File: src/rtl/apb_arbiter.sv
// Round-robin arbiter that shares one APB completer bus between NUM_MASTERS
// APB requesters. The granted transfer is replayed on the shared bus, and the
// response is routed back to the granted requester only.
module apb_arbiter #(
    parameter int unsigned NUM_MASTERS = 2,
    parameter int unsigned ADDR_BITS   = 32,
    parameter int unsigned DATA_BITS   = 32
) (
    input  logic                                   apb_clock,
    input  logic                                   reset_n,
    input  logic [NUM_MASTERS-1:0]                 m_psel,
    input  logic [NUM_MASTERS-1:0]                 m_penable,
    input  logic [NUM_MASTERS-1:0]                 m_pwrite,
    input  logic [NUM_MASTERS*ADDR_BITS-1:0]       m_paddr,
    input  logic [NUM_MASTERS*DATA_BITS-1:0]       m_pwdata,
    input  logic [NUM_MASTERS*(DATA_BITS/8)-1:0]   m_pstrb,
    input  logic [NUM_MASTERS*3-1:0]               m_pprot,
    output logic [NUM_MASTERS-1:0]                 m_pready,
    output logic [NUM_MASTERS-1:0]                 m_pslverr,
    output logic [DATA_BITS-1:0]                   m_prdata,
    output logic                                   apb_psel,
    output logic                                   apb_penable,
    output logic                                   apb_pwrite,
    output logic [ADDR_BITS-1:0]                   apb_paddr,
    output logic [DATA_BITS-1:0]                   apb_pwdata,
    output logic [DATA_BITS/8-1:0]                 apb_pstrb,
    output logic [2:0]                             apb_pprot,
    input  logic                                   apb_pready,
    input  logic                                   apb_pslverr,
    input  logic [DATA_BITS-1:0]                   apb_prdata,
    output logic [NUM_MASTERS-1:0]                 arb_grant
);

    localparam int unsigned STRB_BITS = DATA_BITS / 8;
    localparam int unsigned PTR_BITS  = (NUM_MASTERS > 1) ? $clog2(NUM_MASTERS) : 1;

    localparam logic [1:0] ST_IDLE   = 2'd0;
    localparam logic [1:0] ST_SETUP  = 2'd1;
    localparam logic [1:0] ST_ACCESS = 2'd2;

    logic [1:0]             state;
    logic [1:0]             state_nxt;
    logic [PTR_BITS-1:0]    last;
    logic [PTR_BITS-1:0]    last_nxt;
    logic [NUM_MASTERS-1:0] grant_nxt;
    logic                   psel_nxt;
    logic                   penable_nxt;
    logic                   pwrite_nxt;
    logic [ADDR_BITS-1:0]   paddr_nxt;
    logic [DATA_BITS-1:0]   pwdata_nxt;
    logic [STRB_BITS-1:0]   pstrb_nxt;
    logic [2:0]             pprot_nxt;

    logic [NUM_MASTERS-1:0] arb_req;
    logic                   found;
    logic [PTR_BITS-1:0]    winner;
    logic [PTR_BITS-1:0]    pick;
    int unsigned            idx;
    logic [NUM_MASTERS-1:0] win_onehot;
    logic                   sel_pwrite;
    logic [ADDR_BITS-1:0]   sel_paddr;
    logic [DATA_BITS-1:0]   sel_pwdata;
    logic [STRB_BITS-1:0]   sel_pstrb;
    logic [2:0]             sel_pprot;

    // Round-robin pick starting after the last owner; the current owner is
    // masked so a finishing master cannot immediately win again.
    always_comb begin
        arb_req = m_psel & ~arb_grant;
        found   = 1'b0;
        winner  = '0;
        pick    = '0;
        idx     = 0;
        for (int unsigned k = 1; k <= NUM_MASTERS; k++) begin
            idx  = (32'(last) + k) % NUM_MASTERS;
            pick = PTR_BITS'(idx);
            if (!found && arb_req[pick]) begin
                found  = 1'b1;
                winner = pick;
            end
        end
        win_onehot = NUM_MASTERS'(1) << winner;
        sel_pwrite = m_pwrite[winner];
        sel_paddr  = m_paddr[32'(winner)*ADDR_BITS +: ADDR_BITS];
        sel_pwdata = m_pwdata[32'(winner)*DATA_BITS +: DATA_BITS];
        sel_pstrb  = m_pstrb[32'(winner)*STRB_BITS +: STRB_BITS];
        sel_pprot  = m_pprot[32'(winner)*3 +: 3];
    end

    // Next-state and next shared-bus values; attributes are captured only at grant.
    always_comb begin
        state_nxt   = state;
        last_nxt    = last;
        grant_nxt   = arb_grant;
        psel_nxt    = apb_psel;
        penable_nxt = apb_penable;
        pwrite_nxt  = apb_pwrite;
        paddr_nxt   = apb_paddr;
        pwdata_nxt  = apb_pwdata;
        pstrb_nxt   = apb_pstrb;
        pprot_nxt   = apb_pprot;
        case (state)
            ST_IDLE: begin
                if (found) begin
                    state_nxt  = ST_SETUP;
                    grant_nxt  = win_onehot;
                    last_nxt   = winner;
                    psel_nxt   = 1'b1;
                    pwrite_nxt = sel_pwrite;
                    paddr_nxt  = sel_paddr;
                    pwdata_nxt = sel_pwdata;
                    pstrb_nxt  = sel_pstrb;
                    pprot_nxt  = sel_pprot;
                end
            end
            ST_SETUP: begin
                state_nxt   = ST_ACCESS;
                penable_nxt = 1'b1;
            end
            ST_ACCESS: begin
                if (apb_pready) begin
                    if (found) begin
                        state_nxt   = ST_SETUP;
                        grant_nxt   = win_onehot;
                        last_nxt    = winner;
                        psel_nxt    = 1'b1;
                        penable_nxt = 1'b0;
                        pwrite_nxt  = sel_pwrite;
                        paddr_nxt   = sel_paddr;
                        pwdata_nxt  = sel_pwdata;
                        pstrb_nxt   = sel_pstrb;
                        pprot_nxt   = sel_pprot;
                    end else begin
                        state_nxt   = ST_IDLE;
                        grant_nxt   = '0;
                        psel_nxt    = 1'b0;
                        penable_nxt = 1'b0;
                    end
                end
            end
            default: begin
                state_nxt   = ST_IDLE;
                grant_nxt   = '0;
                psel_nxt    = 1'b0;
                penable_nxt = 1'b0;
            end
        endcase
    end

    // State, pointer and shared-bus registers; reset parks the pointer on the
    // last master so master 0 wins the first arbitration.
    always_ff @(posedge apb_clock or negedge reset_n) begin
        if (!reset_n) begin
            state       <= ST_IDLE;
            last        <= PTR_BITS'(NUM_MASTERS - 1);
            arb_grant   <= '0;
            apb_psel    <= 1'b0;
            apb_penable <= 1'b0;
            apb_pwrite  <= 1'b0;
            apb_paddr   <= '0;
            apb_pwdata  <= '0;
            apb_pstrb   <= '0;
            apb_pprot   <= '0;
        end else begin
            state       <= state_nxt;
            last        <= last_nxt;
            arb_grant   <= grant_nxt;
            apb_psel    <= psel_nxt;
            apb_penable <= penable_nxt;
            apb_pwrite  <= pwrite_nxt;
            apb_paddr   <= paddr_nxt;
            apb_pwdata  <= pwdata_nxt;
            apb_pstrb   <= pstrb_nxt;
            apb_pprot   <= pprot_nxt;
        end
    end

    // Response routing: zero-latency, gated by the owner's own access phase.
    assign m_pready  = {NUM_MASTERS{(state == ST_ACCESS) && apb_pready}} & arb_grant & m_penable;
    assign m_pslverr = m_pready & {NUM_MASTERS{apb_pslverr}};
    assign m_prdata  = apb_prdata;

endmodule

File: config.mk
export PLATFORM = sky130hd
export DESIGN_NAME = apb_arbiter
export DESIGN_NICKNAME = d
export VERILOG_FILES = /design/src/rtl/apb_arbiter.sv
export SDC_FILE = /design/constraint.sdc
export NUM_CORES = 1
export LEC_CHECK = 0
export CAP_MARGIN = 40
export CORE_AREA = 2 2 115 117
export DETAILED_ROUTE_END_ITERATION = 7
export DIE_AREA = 0 0 117 119
export GPL_TIMING_DRIVEN = 0
export PLACE_DENSITY = 0.74
export SYNTH_ARGS = -nofsm -noshare
export SYNTH_HDL_FRONTEND = slang
export SYNTH_SLANG_ARGS = --single-unit
export TNS_END_PERCENT = 20
File: constraint.sdc
create_clock -name apb_clock -period 3.7 [get_ports apb_clock]
set_clock_uncertainty 0.05 [all_clocks]
set_input_delay 0.74 -clock apb_clock [delete_from_list [all_inputs] [get_ports apb_clock]]
set_output_delay 0.74 -clock apb_clock [all_outputs]
set_load 0.02 [all_outputs]
Yosys cells after proc, flatten, opt, wreduce, memory -nomap -nowiden

Cells that the tools add are included.
W data, S select, Z words.

$add $sub $neg: 2
Multiply operators: 1
Magnitude comparators: 3
Equal/unequal tests: 4
Shift-type cells: 5
Muxes and demuxes: 42
Bitwise logic cells: 7
Reductions and logical operators: 9

Operators by type and width:

| cell                  | number |
|---|---|
| $mux W32              | 4 |
| $pmux W32 S2          | 2 |
| $shiftx A64 B7 Y32    | 2 |
| $mux W1               | 19 |
| $pmux W2 S3           | 2 |
| $mux W2               | 5 |
| $and A2 B2 Y2         | 4 |
| $mux W4               | 2 |
| $pmux W4 S2           | 1 |
| $shiftx A8 B4 Y4      | 1 |
| $lt A1 B2 Y1 const B  | 3 |
| $mux W3               | 2 |
| $pmux W1 S3           | 2 |
| $pmux W3 S2           | 1 |
| $reduce_and A2 Y1     | 3 |
| $shiftx A6 B4 Y3      | 1 |
| $ne A2 B2 Y1 const B  | 2 |
| $pmux W1 S2           | 2 |
| $mul A1 B2 Y3 const B | 1 |
| $reduce_and A3 Y1     | 1 |
| $add A1 B1 Y1 const B | 2 |
| $eq A2 B1 Y1 const B  | 1 |
| $eq A2 B2 Y1 const B  | 1 |
| $logic_and A1 B1 Y1   | 2 |
| 6 further kinds       | 7 |

Register bits: 79
Output and inout bits: 112
Logic and storage cells: 83

Longest topological paths before layout

Depth in word-level cells: 13
Depth in mapped cells: 7
Mapped depth without buffers: 4

Least setup slack after synthesis

OpenSTA, ideal clock, no wires.

Path kind: in2out
From: input apb_pready
To: output m_pslverr[0]
Data arrival time: 1.435 ns
Required time: 2.910 ns
Path slack: 1.475 ns
Cell stages on the path: 3
Path buffers: 0
Path through: and3b_1 > and3_1 > and2_1

Cells in the longest elaborated chain, start to end: 4

Ends and longest elaborated chain:

| item                        | line | source |
|---|---|---|
| start, declared             | 28   | `input logic apb_pready,` |
| $logic_and A1 B1 Y1         | 179  | `assign m_pready = {NUM_MASTERS{(state == ST_ACCESS) && apb_pready}} & arb_grant & m_penable;` |
| $and A2 B2 Y2 (2 in series) | 179  |  |
| net m_pready[0]             | 18   | `output logic [NUM_MASTERS-1:0] m_pready,` |
| $and A2 B2 Y2               | 180  | `assign m_pslverr = m_pready & {NUM_MASTERS{apb_pslverr}};` |
| end, declared               | 19   | `output logic [NUM_MASTERS-1:0] m_pslverr,` |

The timed path passes the listed nets, and every way through them passes these cells.

Worst setup path in the final report

From: input apb_pready
To: output m_pslverr[0]

Cells in the longest elaborated chain, start to end: 4

Ends and longest elaborated chain:

| item                        | line |
|---|---|
| $logic_and A1 B1 Y1         | 179 |
| $and A2 B2 Y2 (2 in series) | 179 |
| $and A2 B2 Y2               | 180 |

No other way between the ends.

==> impl_metrics.ini <==
[floorplan]
design.core.area_mm2 = 0.01287
placementRows = 42
start_util_pct = 30.13
die_y_um = 119
fp.dieArea_mm2 = 0.01392
die_w_um = 117
pin_count = 296

[yosys]
synth_xor_xnor_area_share_pct = 0
synthCells = 463
netlist.area_leader.share_pct = 50.32
synth-seq-area-share_pct = 51.00
synthMuxAreaShare_pct = 0.2581
ys_warn_count = 0
avgSynthCellArea_um2 = 8.377
synth_top_family_by_area = simple AND/OR/NAND/NOR gates
ys_top_cells_by_area = dfrtp_1 (50%), nand2_1 (14%), a31oi_1 (12%), nor2_1 (7.2%), buf_4 (6.4%)
synth-simple-area-share_pct = 23.58
synth_cell_types = 27
yosys_register_bits = 79
synth_area_leader_cell = dfrtp_1
syn_nets = 647
synth_area_mm2 = 0.003879
synth_fa_ha_area_share_pct = 0
synth_compound_area_share_pct = 13.68

[placed_design]
io_buffers = 263
routabilityCongestion = 0.7987
placed_cell_area_mm2 = 0.006756
pre_cts_slack_ns = 0.5153
hpwl_um = 11020

[critical_path]
critPathCaptureType = output port
worst_ep_required_time_ns = 2.91
path_cells = clkdlybuf4s50_1 -> and3b_1 -> and3_1 -> and2_1 -> clkdlybuf4s50_1
path_max_fanout = 6
critPathTopFamily = buffers and inverters
cp_slowest_cell = clkdlybuf4s50_1
critical_path_buf_inv_count = 2
slowest_delay_ns = 0.59
crit_arrival_ns = 2.39
crit_top_cell = clkdlybuf4s50_1
critical_path_class = input port to output port
cp-start-kind = input port

[sta]
worst_slack_ns = 0.5168
timing.final.crit_share_pct = 86.03
max_slew_margin_pct = 66.18
rsz0062_at_grt = false
min_period_ns = 3.183
finalMaxSlewViolations = 0
setup-violations-final = 0
fmax_ghz = 0.3141
final-hold-violation-count = 0
fin_hold_ws_ns = 0.3105
worstMarginPinSlew_ns = 0.5068

[drt]
met3WireLength_um = 1242
drt-total-wl_um = 14050
ant_nets = 0
drtIter0Drc = 175
drt_first_pass_iters = 4
avgViaCountPerCell = 4.672
avgRoutedWirePerCell_um = 15.33
highest_layer = met4
wirelength_met1_um = 5473
drc = 0
routed-wl-met2_um = 7078
vias = 4284

[cts]
numCtsBuffers = 9
clkLatencyLatePin_ns = 0.32
clk_pin_slew_ns = 0.06
cts-resized-gates = 0
cts_tree = yes
cts.sinks = 79
cts_hold_buffers = 0
cts_buffer_depth = 2
htreeDepth = 3
cts_root_buffer = clkbuf_16
cts_setup_buffers = 0

[cells_and_area]
final_common_cell = clkdlybuf4s50_1
final_net_count = 922
n_fill_cell = 1164
n_antenna_cell = 0
most-common-layout-cells = clkdlybuf4s50_1 (262), nand2_1 (144), dfrtp_1 (78)
drive_above_1_share_pct = 10.93
postLayoutCellArea_mm2 = 0.007077
area_growth_pct = 82.45

[power]
leakagePower_uw = 0.002995
vdd_drop_max_uv = 321.2
powerDensity_mw_per_mm2 = 789.1

[global_route]
grt_usage_pct = 19.63
grt_pass1_wl_um = 21160
grt_max_degree = 49
gr-total-overflow = 0
grt_pass1_vias = 4274
antenna_found_initial = 0

[status]
outcome = complete, no violations

[job]
drv_cap = 0

[min_path]
min_path_type = input port to asynchronous set/reset pin
## cell families (layout without fill, tap and decap cells)
kind of cell    count (synthesis)  in the layout
buf+inv                        66            344
simple gates                  233            233
flops                          79             79
mux                             1              1
compound gates                 84             84
## path summary, 6_finish.rpt
| check | slack [ns] | from | end | cells past startpoint |
|---|---|---|---|---|
| hold / removal | 0.31 | reset_n | apb_paddr[30] | 1 |
| hold reg to reg | 0.43 | last | last | 2 |
| setup reg to reg | 1.79 | arb_grant[1] | apb_paddr[4] | 6 |
| min in group apb_clock | 0.43 | last | last | 2 |
| max in group asynchronous | 2.63 | reset_n | last | 2 |
| setup / recovery | 0.52 | apb_pready | m_pslverr[0] | 5 |
## report_power, final
group	switching, µW	internal [µW]	leakage, µW
sequential	258	1310	0.000884
clock	338	620	0.000154
combinational	1650	1410	0.00196
## sequential cells by signal, indices dropped and copies added (netlist names)
name	count
apb_pstrb	4
apb_pprot	3
apb_penable	1
apb_pwrite	1
apb_paddr	32
arb_grant	2
state	2
apb_pwdata	32
apb_psel	1
last	1
## cell type report
| class | count | area [µm²] | share of cell area, % |
|---|---|---|---|
| clock buffer | 11 | 252.7 | 3.571 |
| sequential | 79 | 1978 | 27.95 |
| buffer | 65 | 441.7 | 6.241 |
| clock inverter | 3 | 67.56 | 0.9547 |
| multi-input combinational | 318 | 1455 | 20.56 |
| tap | 176 | 220.2 | 3.112 |
| timing repair buffer | 264 | 2658 | 37.55 |
| inverter | 1 | 3.754 | 0.05304 |
## through the flow
step | utilization, % | TNS, ns | std cells | power (µW)
after floorplan | - | 0 | 463 | 3194
after global placement | 52.28 | -78.53 | 902 | 4596
after detailed placement | 52.48 | 0 | 903 | 4679
after CTS | 54.97 | 0 | 917 | 5654
after global routing | 54.97 | 0 | 917 | 5959
final | 54.97 | 0 | 917 | 5584
## synthesized netlist by cell type, drive strengths merged
master,count
a211oi,1
a21oi,2
a22o,1
a31oi,72
and2,2
and3,2
and3b,2
buf,62
clkbuf,3
dfrtp,78
dfstp,1
inv,1
mux2i,1
nand2,144
nand2b,3
nand3,1
nor2,75
nor2b,2
nor3,1
o21a,1
o21ai,4
o22ai,2
o32ai,1
or2,1
## metal layers
metal	track usage (%)	up-vias
met4	6.471	0
li1	-	2054
met5	0	-
met3	4.885	20
met2	35.48	220
met1	22.24	1990
Power figures use the tool's default switching activity.
